[config.mk]
export PLATFORM = sky130hd
export DESIGN_NAME = timer_counter
export DESIGN_NICKNAME = d
export VERILOG_FILES = /design/src/rtl/timer_counter_pkg.sv /design/src/rtl/timer_counter.sv
export SDC_FILE = /design/constraint.sdc
export NUM_CORES = 1
export LEC_CHECK = 0
export CORE_MARGIN = 10
export CORE_UTILIZATION = 30
export DETAILED_ROUTE_END_ITERATION = 10
export RECOVER_POWER = 25
export SETUP_SLACK_MARGIN = 0.3
export SYNTH_ARGS = -nofsm -noshare
export SYNTH_HDL_FRONTEND = slang
export SYNTH_SLANG_ARGS = --single-unit
[constraint.sdc]
create_clock -name clk -period 4.1 [get_ports clk]
set_input_delay 0.82 -clock clk [delete_from_list [all_inputs] [get_ports clk]]
set_output_delay 0.82 -clock clk [all_outputs]
set_load 0.1 [all_outputs]
[src/rtl/timer_counter_pkg.sv]
`default_nettype none
// ============================================================================
//  Module   : timer_counter_pkg
//  Purpose  : Shared encodings for the memory-mapped down-counter timer:
//             FSM states, mode codes, CTRL bit positions, register offsets.
//  Revision : 1.0  initial release
// ============================================================================
package timer_counter_pkg;

   // Timer FSM states
   typedef enum logic [1:0] {
      TIMER_IDLE = 2'd0,
      TIMER_LOAD = 2'd1,
      TIMER_CNT  = 2'd2,
      TIMER_INT  = 2'd3
   } timer_state_e;

   // Mode codes held in CTRL[2:1]; the reserved codes 1x behave as one-shot
   localparam logic [1:0] c_mode_oneshot = 2'b00;
   localparam logic [1:0] c_mode_reload  = 2'b01;

   // CTRL bit positions
   localparam int c_ctrl_en_bit   = 0;
   localparam int c_ctrl_mode_lsb = 1;
   localparam int c_ctrl_mode_msb = 2;
   localparam int c_ctrl_im_bit   = 3;
   localparam int c_ctrl_width    = 4;

   // Register word offsets, decoded from address[3:2]
   localparam logic [1:0] c_addr_ctrl   = 2'd0;
   localparam logic [1:0] c_addr_preset = 2'd1;
   localparam logic [1:0] c_addr_count  = 2'd2;

   // True when the mode field selects auto-reload
   function automatic logic is_reload_mode(input logic [1:0] mode);
      return (mode == c_mode_reload);
   endfunction

endpackage : timer_counter_pkg
`default_nettype wire

[src/rtl/timer_counter.sv]
`default_nettype none
// ============================================================================
//  Module   : timer_counter
//  Purpose  : Programmable 32-bit down-counter peripheral with CTRL, PRESET
//             and COUNT registers. Raises irq when the count expires and the
//             interrupt mask bit in CTRL is set. One-shot and auto-reload.
//  Revision : 1.0  initial release
// ============================================================================
module timer_counter
   import timer_counter_pkg::*;
(
   input  logic        clk,
   input  logic        reset,
   input  logic [31:0] address,
   input  logic        writeEnable,
   input  logic [31:0] writeData,
   output logic [31:0] readData,
   output logic        irq
);

   // ------------------------------------------------------------------------
   // State
   // ------------------------------------------------------------------------
   timer_state_e              r_state;
   logic [c_ctrl_width-1:0]   r_ctrl;
   logic [31:0]               r_preset;
   logic [31:0]               r_count;
   logic                      r_int_pending;

   // ------------------------------------------------------------------------
   // Decode
   // ------------------------------------------------------------------------
   logic [1:0] w_reg_sel;
   logic       w_wr_ctrl;
   logic       w_wr_preset;
   logic       w_enable;
   logic       w_mask;
   logic       w_reload;
   logic       w_count_zero;
   logic       w_unused_addr;

   assign w_reg_sel     = address[3:2];
   assign w_wr_ctrl     = writeEnable && (w_reg_sel == c_addr_ctrl);
   assign w_wr_preset   = writeEnable && (w_reg_sel == c_addr_preset);
   assign w_enable      = r_ctrl[c_ctrl_en_bit];
   assign w_mask        = r_ctrl[c_ctrl_im_bit];
   assign w_reload      = is_reload_mode(r_ctrl[c_ctrl_mode_msb:c_ctrl_mode_lsb]);
   assign w_count_zero  = (r_count == 32'd0);

   // Only the word index participates in decode; the rest of the bus address
   // is intentionally ignored.
   assign w_unused_addr = ^{address[31:4], address[1:0]};

   // Interrupt request is combinational so clearing IM drops it immediately
   assign irq = r_int_pending & w_mask;

   // Register file and timer FSM; a CTRL write overrides whatever the FSM
   // would have done in the same cycle, while a PRESET write never touches
   // the FSM (LOAD samples the pre-write PRESET value through the NBA).
   always_ff @(posedge clk) begin
      if (reset) begin
         r_state       <= TIMER_IDLE;
         r_ctrl        <= '0;
         r_preset      <= 32'd0;
         r_count       <= 32'd0;
         r_int_pending <= 1'b0;
      end else begin
         if (w_wr_preset) begin
            r_preset <= writeData;
         end

         if (w_wr_ctrl) begin
            r_ctrl        <= writeData[c_ctrl_width-1:0];
            r_state       <= TIMER_IDLE;
            r_int_pending <= 1'b0;
         end else begin
            case (r_state)
               TIMER_IDLE: begin
                  if (w_enable) begin
                     r_state <= TIMER_LOAD;
                  end
               end

               TIMER_LOAD: begin
                  r_count <= r_preset;
                  r_state <= TIMER_CNT;
               end

               TIMER_CNT: begin
                  if (!w_enable) begin
                     r_state <= TIMER_IDLE;
                  end else if (!w_count_zero) begin
                     r_count <= r_count - 32'd1;
                  end else begin
                     r_int_pending <= 1'b1;
                     r_state       <= TIMER_INT;
                  end
               end

               TIMER_INT: begin
                  if (w_reload) begin
                     // Auto-reload: pending lasts exactly one cycle
                     r_int_pending <= 1'b0;
                     r_state       <= TIMER_LOAD;
                  end else begin
                     // One-shot: self-disable, pending held until CTRL write
                     r_ctrl[c_ctrl_en_bit] <= 1'b0;
                     r_state               <= TIMER_IDLE;
                  end
               end

               default: begin
                  r_state <= TIMER_IDLE;
               end
            endcase
         end
      end
   end

   // Zero-latency register read; unused offset returns zero
   always_comb begin
      readData = 32'd0;
      case (w_reg_sel)
         c_addr_ctrl:   readData = {{(32-c_ctrl_width){1'b0}}, r_ctrl};
         c_addr_preset: readData = r_preset;
         c_addr_count:  readData = r_count;
         default:       readData = 32'd0;
      endcase
   end

endmodule : timer_counter
`default_nettype wire

==> results of run 1 <==
-- sequential cells by signal, summed over array words and instances, names as in the netlist --
signal         cells
r_count           32
r_ctrl             4
r_int_pending      1
r_preset          32
r_state            2
-- cell families (layout without fill, tap and decap cells) --
kind of cell,count (synthesis),after routing,share of synthesized area
buffers and inverters,53,109,0.0544
multiplexers,7,7,0.0174
flip-flops,71,71,0.353
adder cells (fa/ha/maj),5,5,0.0155
AND/OR/NAND/NOR,217,217,0.269
AO/OA/AOI/OAI,168,168,0.290
-- worst max path at each step --
stage / slack (ns) / end / start / cells past startpoint
after floorplan: 0.65 / readData[10] / address[3] / 5
after CTS: 0.75 / readData[5] / address[3] / 5
final: 0.68 / readData[5] / address[3] / 5
after global routing: 0.38 / r_preset[25] / address[3] / 7
after global placement: 0.77 / readData[5] / address[3] / 5
after detailed placement: 0.76 / readData[5] / address[3] / 5
-- worst max-delay path: stages --
cell and delay, ns:
dlygate4sd3_1 0.74, nor2b_2 0.20, buf_4 0.34, a22o_1 0.29
buf_12 0.20
-- cells in the final DEF, fill, tap and decap left out, drive strengths merged, types with 4 or more instances in the layout --
cell	Yosys	final
buf	10	45
mux2i	7	7
a32o	6	6
clkdlybuf4s50	0	34
nor3	12	12
or3	9	9
nand3	11	11
nor4	13	13
a21oi	54	54
o32ai	8	8
or2	4	4
o31a	4	4
inv	9	9
o31ai	12	12
ha	5	5
nor2	23	23
clkbuf	33	16
dfxtp	71	71
a211oi	4	4
a31oi	5	5
nand2	98	98
or4	13	13
nor2b	10	10
o311ai	9	9
and3	6	6
o21ai	16	16
o2bb2ai	4	4
a22o	28	28
-- per-layer routing --
metal | GRT usage | wire length (um)
met1 | 0.175 | 5770
met2 | 0.249 | 6700
met3 | 0.0262 | 720
met4 | 0.0574 | 160
met5 | 0 | 0
-- stage by stage --
step           total power, mW  cell area, um2  hold slack (ns)
2_1_floorplan             1.09            4020            0.444
3_3_place_gp              1.25            5190            0.464
3_5_place_dp              1.26            5190            0.465
4_1_cts                   1.94            5440            0.471
5_1_grt                   2.02            5430            0.493
6_report                  1.93            5430            0.470
-- power breakdown --
group | internal, mW | switching [mW]
Combinational | 0.172 | 0.342
Clock | 0.401 | 0.277
Sequential | 0.713 | 0.0240
Total | 1.28 | 0.643
-- layout make-up --
type,count,area (um2)
multi-input combinational,397,2390
sequential,71,1420
clock buffer,12,236
timing repair buffer,85,1110
fill,1342,7760
inverter,10,37.5
clock inverter,2,10.0
tap,176,220
==> run summary, run 1 <==
Status -> finished clean
Worst Path Max Fanout -> 28
Cell area power density -> 355 nW/um2
Worst Hold Path EP -> r_preset[15]
Worst reg-to-reg setup slack -> 0.93 ns
GR Overflow Total -> 0
Setup CP Type -> input pin to primary output
Predominant post-synthesis flop cell -> dfxtp_1
Register area share after synthesis -> 0.353
Final setup margin -> 0.684 ns
Layout Nets -> 646
Worst vdd ir -> 0.168 mV
Worst Min Path Start -> r_preset[15]
Pin slew with the least headroom to its limit -> 0.990 ns
Fin. Hold Viols -> 0
Ys Warns -> 0
Post-synth top area cell -> dfxtp_1
Syn Area/Cell -> 7.72 um2
WL per Instance -> 17.7 um
Startpoint class of the critical path -> input pin
Skew final -> 0.00376 ns
Die width -> 136 um
Peak Freq -> 0.293 GHz
CP Capture Type -> primary output
Slew margin rel. -> 0.338
Total die area -> 18400 um2
Chip Height -> 136 um
Area grow syn2layout -> 34.8%
Global placer's final weighted congestion -> 0.891
Post_cts resized -> 0
Iter 0 DRT Violations -> 385
Most common cell in the synthesized netlist -> nand2_1
Total track usage -> 0.145
Non-filler cells, final -> 753
Root buf cell -> clkbuf_16
Final wirelength -> 13400 um
Num Clock Sinks -> 71
Static leakage -> 1.93 nW
# rows -> 42
Routed vias -> 4197
Hold Path Depth -> 2
Clk_lat worst skew -> 0.33 ns
Syn nets -> 593
RSZ-0062 raised after global routing -> no
Layout cell share with drive strength beyond 1 -> 0.116
Vias in the first global route -> 4293
Distinct cells, synth -> 56
Worst r2r src -> r_state[0]
Max Cap Violations -> 0
Post-synth top area share -> 0.353
Ports -> 100
Worst hold path class -> flop to flop
CTS tree -> yes
Post-synth EDFFs -> 0
Syn Std Cell Area -> 4020 um2
Max Root-Sink Buffers -> 2
Synth async-reset ratio -> 0
Final Max Tran Viols -> 0
Worst EP required -> 3.28 ns
DP HPWL -> 9250 um
Main area contributors after synthesis -> dfxtp_1 (35%), nand2_1 (9.0%), a21oi_1 (6.7%)
Final core utilization -> 0.411
Placed insts -> 739
First-pass DRT Iterations -> 4
Total CTS buffers -> 9
Post-CTS Setup Inserts -> 0
# setup viols final -> 0
Port Buffer Count -> 69
Register bit count reported by yosys -> 71
Clock transition at path regs -> 0.05 ns
R2r worst-path depth -> 7
Min Tclk post-route -> 3.42 ns
Post-CTS Hold Buffers -> 0
Post-DRT Antenna Nets -> 0
Setup tns final -> 0 ns
Vias per Instance -> 5.57
Initial antenna violation count -> 0
Pin count of the biggest net entering global routing -> 50
First-pass GRT wire length -> 22000 um
Pre-CTS WS -> 0.755 ns
Initial Util -> 0.305
Htree depth -> 3
DRC Markers -> 0
ANT cells -> 0
Core Region -> 13200 um2
Gate count of the mapped netlist -> 521
Top cells by count, synth -> nand2_1 (97), dfxtp_1 (71), a21oi_1 (54), clkbuf_1 (33), a22o_1 (28)
Fin crit share -> 0.833
Worst reg2reg endpoint -> r_count[25]
Arr. time, crit path -> 2.60 ns
(Power assumes the default switching activity.)
==> run 2: changes to the inputs <==
- clock period: 4.1 -> 3.1 ns (I/O delays scaled with it)
==> run 2 against run 1 <==
Final cell count is 2.5% higher. Clock-buffer cell count fell by 3. Critical path depth is the same. Die area unchanged. First-iteration DRC count grew 28%. Sequential share of layout area fell by 1.1 points. Wire length increased by 2.5%. Largest cell class unchanged. Largest power group unchanged. Highest routed layer unchanged.
==> run summary, run 2 (synthesis gave the netlist of run 1 again) <==
Power Total -> 2.68 mW (+39%)
Largest registers -> r_count (32), r_preset (32), r_ctrl (4)
Max Cap Violations -> 0 (unchanged)
Global placer's final weighted congestion -> 0.894 (+0.38%)
Final setup margin -> 0.366 ns (-0.317 ns)
Total track usage -> 0.147 (+0.00176)
Slowest CP cell -> or4_1
Vias per Instance -> 5.66 (+1.6%)
Num Clock Sinks -> 71 (unchanged)
CP top delay family -> simple AND/OR/NAND/NOR gates
Clock transition at path regs -> 0.06 ns (about the same)
Skew final -> 0.00548 ns (+0.00171 ns)
Area grow syn2layout -> 40.5%
Iter 0 DRT Violations -> 494 (+28%)
Die width -> 136 um (unchanged)
Total die area -> 18400 um2 (unchanged)
First-pass GRT wire length -> 22300 um (+1.3%)
R2r worst-path depth -> 5 (-2)
CTS tree -> yes
Post_cts resized -> 2 (+2)
Worst hold path class -> flop to flop
Setup CP Type -> flop to flop
Slowest stage delay, CP -> 0.59 ns (-0.15 ns)
Levels on crit path -> 5 (unchanged)
First-pass DRT Iterations -> 5 (+1)
Layout Nets -> 663 (+2.6%)
Crit-path cells -> or4_1 > or4_1 > or2_1 > or4_1 > a32o_1
Routed vias -> 4371 (+4.1%)
Crit path launch -> r_count[9]
Worst r2r src -> r_count[9]
RSZ-0062 raised after global routing -> yes
Most common cell after layout, fill and taps aside -> nand2_1
Crit path buffers/inverters -> 0 (-3)
Htree depth -> 3 (unchanged)
Total CTS buffers -> 9 (unchanged)
Peak Freq -> 0.366 GHz
Multi-input gate area -> 2440 um2 (+2.0%)
Top cell by count, worst path -> or4_1
Status -> finished clean
Min Tclk post-route -> 2.73 ns
Pin count of the biggest net entering global routing -> 35 (-30%)
Root buf cell -> clkbuf_16
Clk_lat worst skew -> 0.34 ns (about the same)
Worst Path Max Fanout -> 8 (-71%)
Final Max Tran Viols -> 0 (unchanged)
Initial Util -> 0.305 (unchanged)
Fin crit share -> 0.882
Core Region -> 13200 um2 (unchanged)
# setup viols final -> 0 (unchanged)
Arr. time, crit path -> 2.96 ns (+0.36 ns)
Setup tns final -> 0 ns (unchanged)
Hold slack -> 0.469 ns (-0.000299 ns)
GR Overflow Total -> 0 (unchanged)
Chip Height -> 136 um (unchanged)
Register area -> 1420 um2 (unchanged)
WL per Instance -> 17.7 um (about the same)
Startpoint class of the critical path -> flop
CP Capture Type -> flop
Initial antenna violation count -> 0 (unchanged)
DP HPWL -> 9720 um (+5.0%)
Fin. Hold Viols -> 0 (unchanged)
Port Buffer Count -> 69 (unchanged)
Worst EP required -> 3.33 ns (+0.05 ns)
Static leakage -> 2.05 nW (+6.3%)
Layout fillers -> 1290 (-3.9%)
Ports -> 100 (unchanged)
Post-CTS Setup Inserts -> 0 (unchanged)
Cell area power density -> 475 nW/um2 (+34%)
Worst reg-to-reg setup slack -> 0.37 ns (-0.56 ns)
Post-CTS Hold Buffers -> 0 (unchanged)
Pre-CTS WS -> 0.304 ns (-0.451 ns)
Worst reg2reg endpoint -> r_count[27]
Final wirelength -> 13700 um (+2.5%)
Layout cell share with drive strength beyond 1 -> 0.200 (+0.0835)
# rows -> 42 (unchanged)
Max Root-Sink Buffers -> 2 (unchanged)
Most frequent cells in the layout -> nand2_1 (97), dfxtp_1 (71), a21oi_1 (54), buf_12 (34), clkdlybuf4s50_1 (33)
Pin slew with the least headroom to its limit -> 1.17 ns (+0.185 ns)
Post-DRT Antenna Nets -> 0 (unchanged)
Worst vdd ir -> 0.265 mV (+58%)
DRC Markers -> 0 (unchanged)
Worst setup path end -> r_count[27]
Slew margin rel. -> 0.221 (-0.117)
ANT cells -> 0 (unchanged)
Vias in the first global route -> 4446 (+3.6%)
==> run 2: changes by cell type in the layout (fill, tap and decap cells not counted), sizes merged <==
cell           before  now
clkbuf             16   12
dlygate4sd2         0    2
clkdlybuf4s50      34   33
dlygate4sd3         2    0
clkinvlp            0    3
clkinv              3    5
buf                45   64
==> run 2: worst min-delay path by stage <==
stage	endpoint	startpoint	cells past startpoint	slack, ns
finish	r_preset[26]	r_preset[26]	2	0.47
global route	r_preset[31]	r_preset[31]	2	0.50
CTS	r_preset[28]	r_preset[28]	2	0.47
detailed placement	r_preset[28]	r_preset[28]	2	0.46
global placement	r_preset[28]	r_preset[28]	2	0.46
floorplan	r_preset[21]	r_preset[21]	2	0.44
==> run 2: cell type report <==
type	instances	share of cell area
Timing Repair Buffer	102	0.223
Clock buffer	9	0.0398
Multi-Input combinational cell	397	0.431
Clock inverter	7	0.00885
Inverter	10	0.00664
Sequential cell	71	0.251
Tap cell	176	0.0390
==> run 2: metrics by stage <==
stage,std cells,area (um2),utilization
after floorplan,521,4070,-
after global placement,756,5390,0.408
after detailed placement,756,5390,0.408
after CTS,772,5660,0.429
after global routing,772,5650,0.429
final,772,5650,0.429
==> run 2: tightest hold or removal path, stage by stage (launching register included) <==
cell,delay [ns]
dfxtp_1,0.32
nand2_1,0.05
a21oi_1,0.05
==> run 2: metal layers <==
layer / track usage / wire [um] / vias to the layer above
li1: - / - / 2092
met1: 0.179 / 5920 / 2067
met2: 0.244 / 6620 / 185
met3: 0.0273 / 824 / 27
met4: 0.0706 / 325 / 0
met5: 0 / 0 / -
==> run 2: power breakdown <==
part	leakage, nW	internal [mW]	switching [mW]
clock network	0.127	0.540	0.412
registers	0.575	0.942	0.0305
logic	1.35	0.281	0.478
total	2.05	1.76	0.921
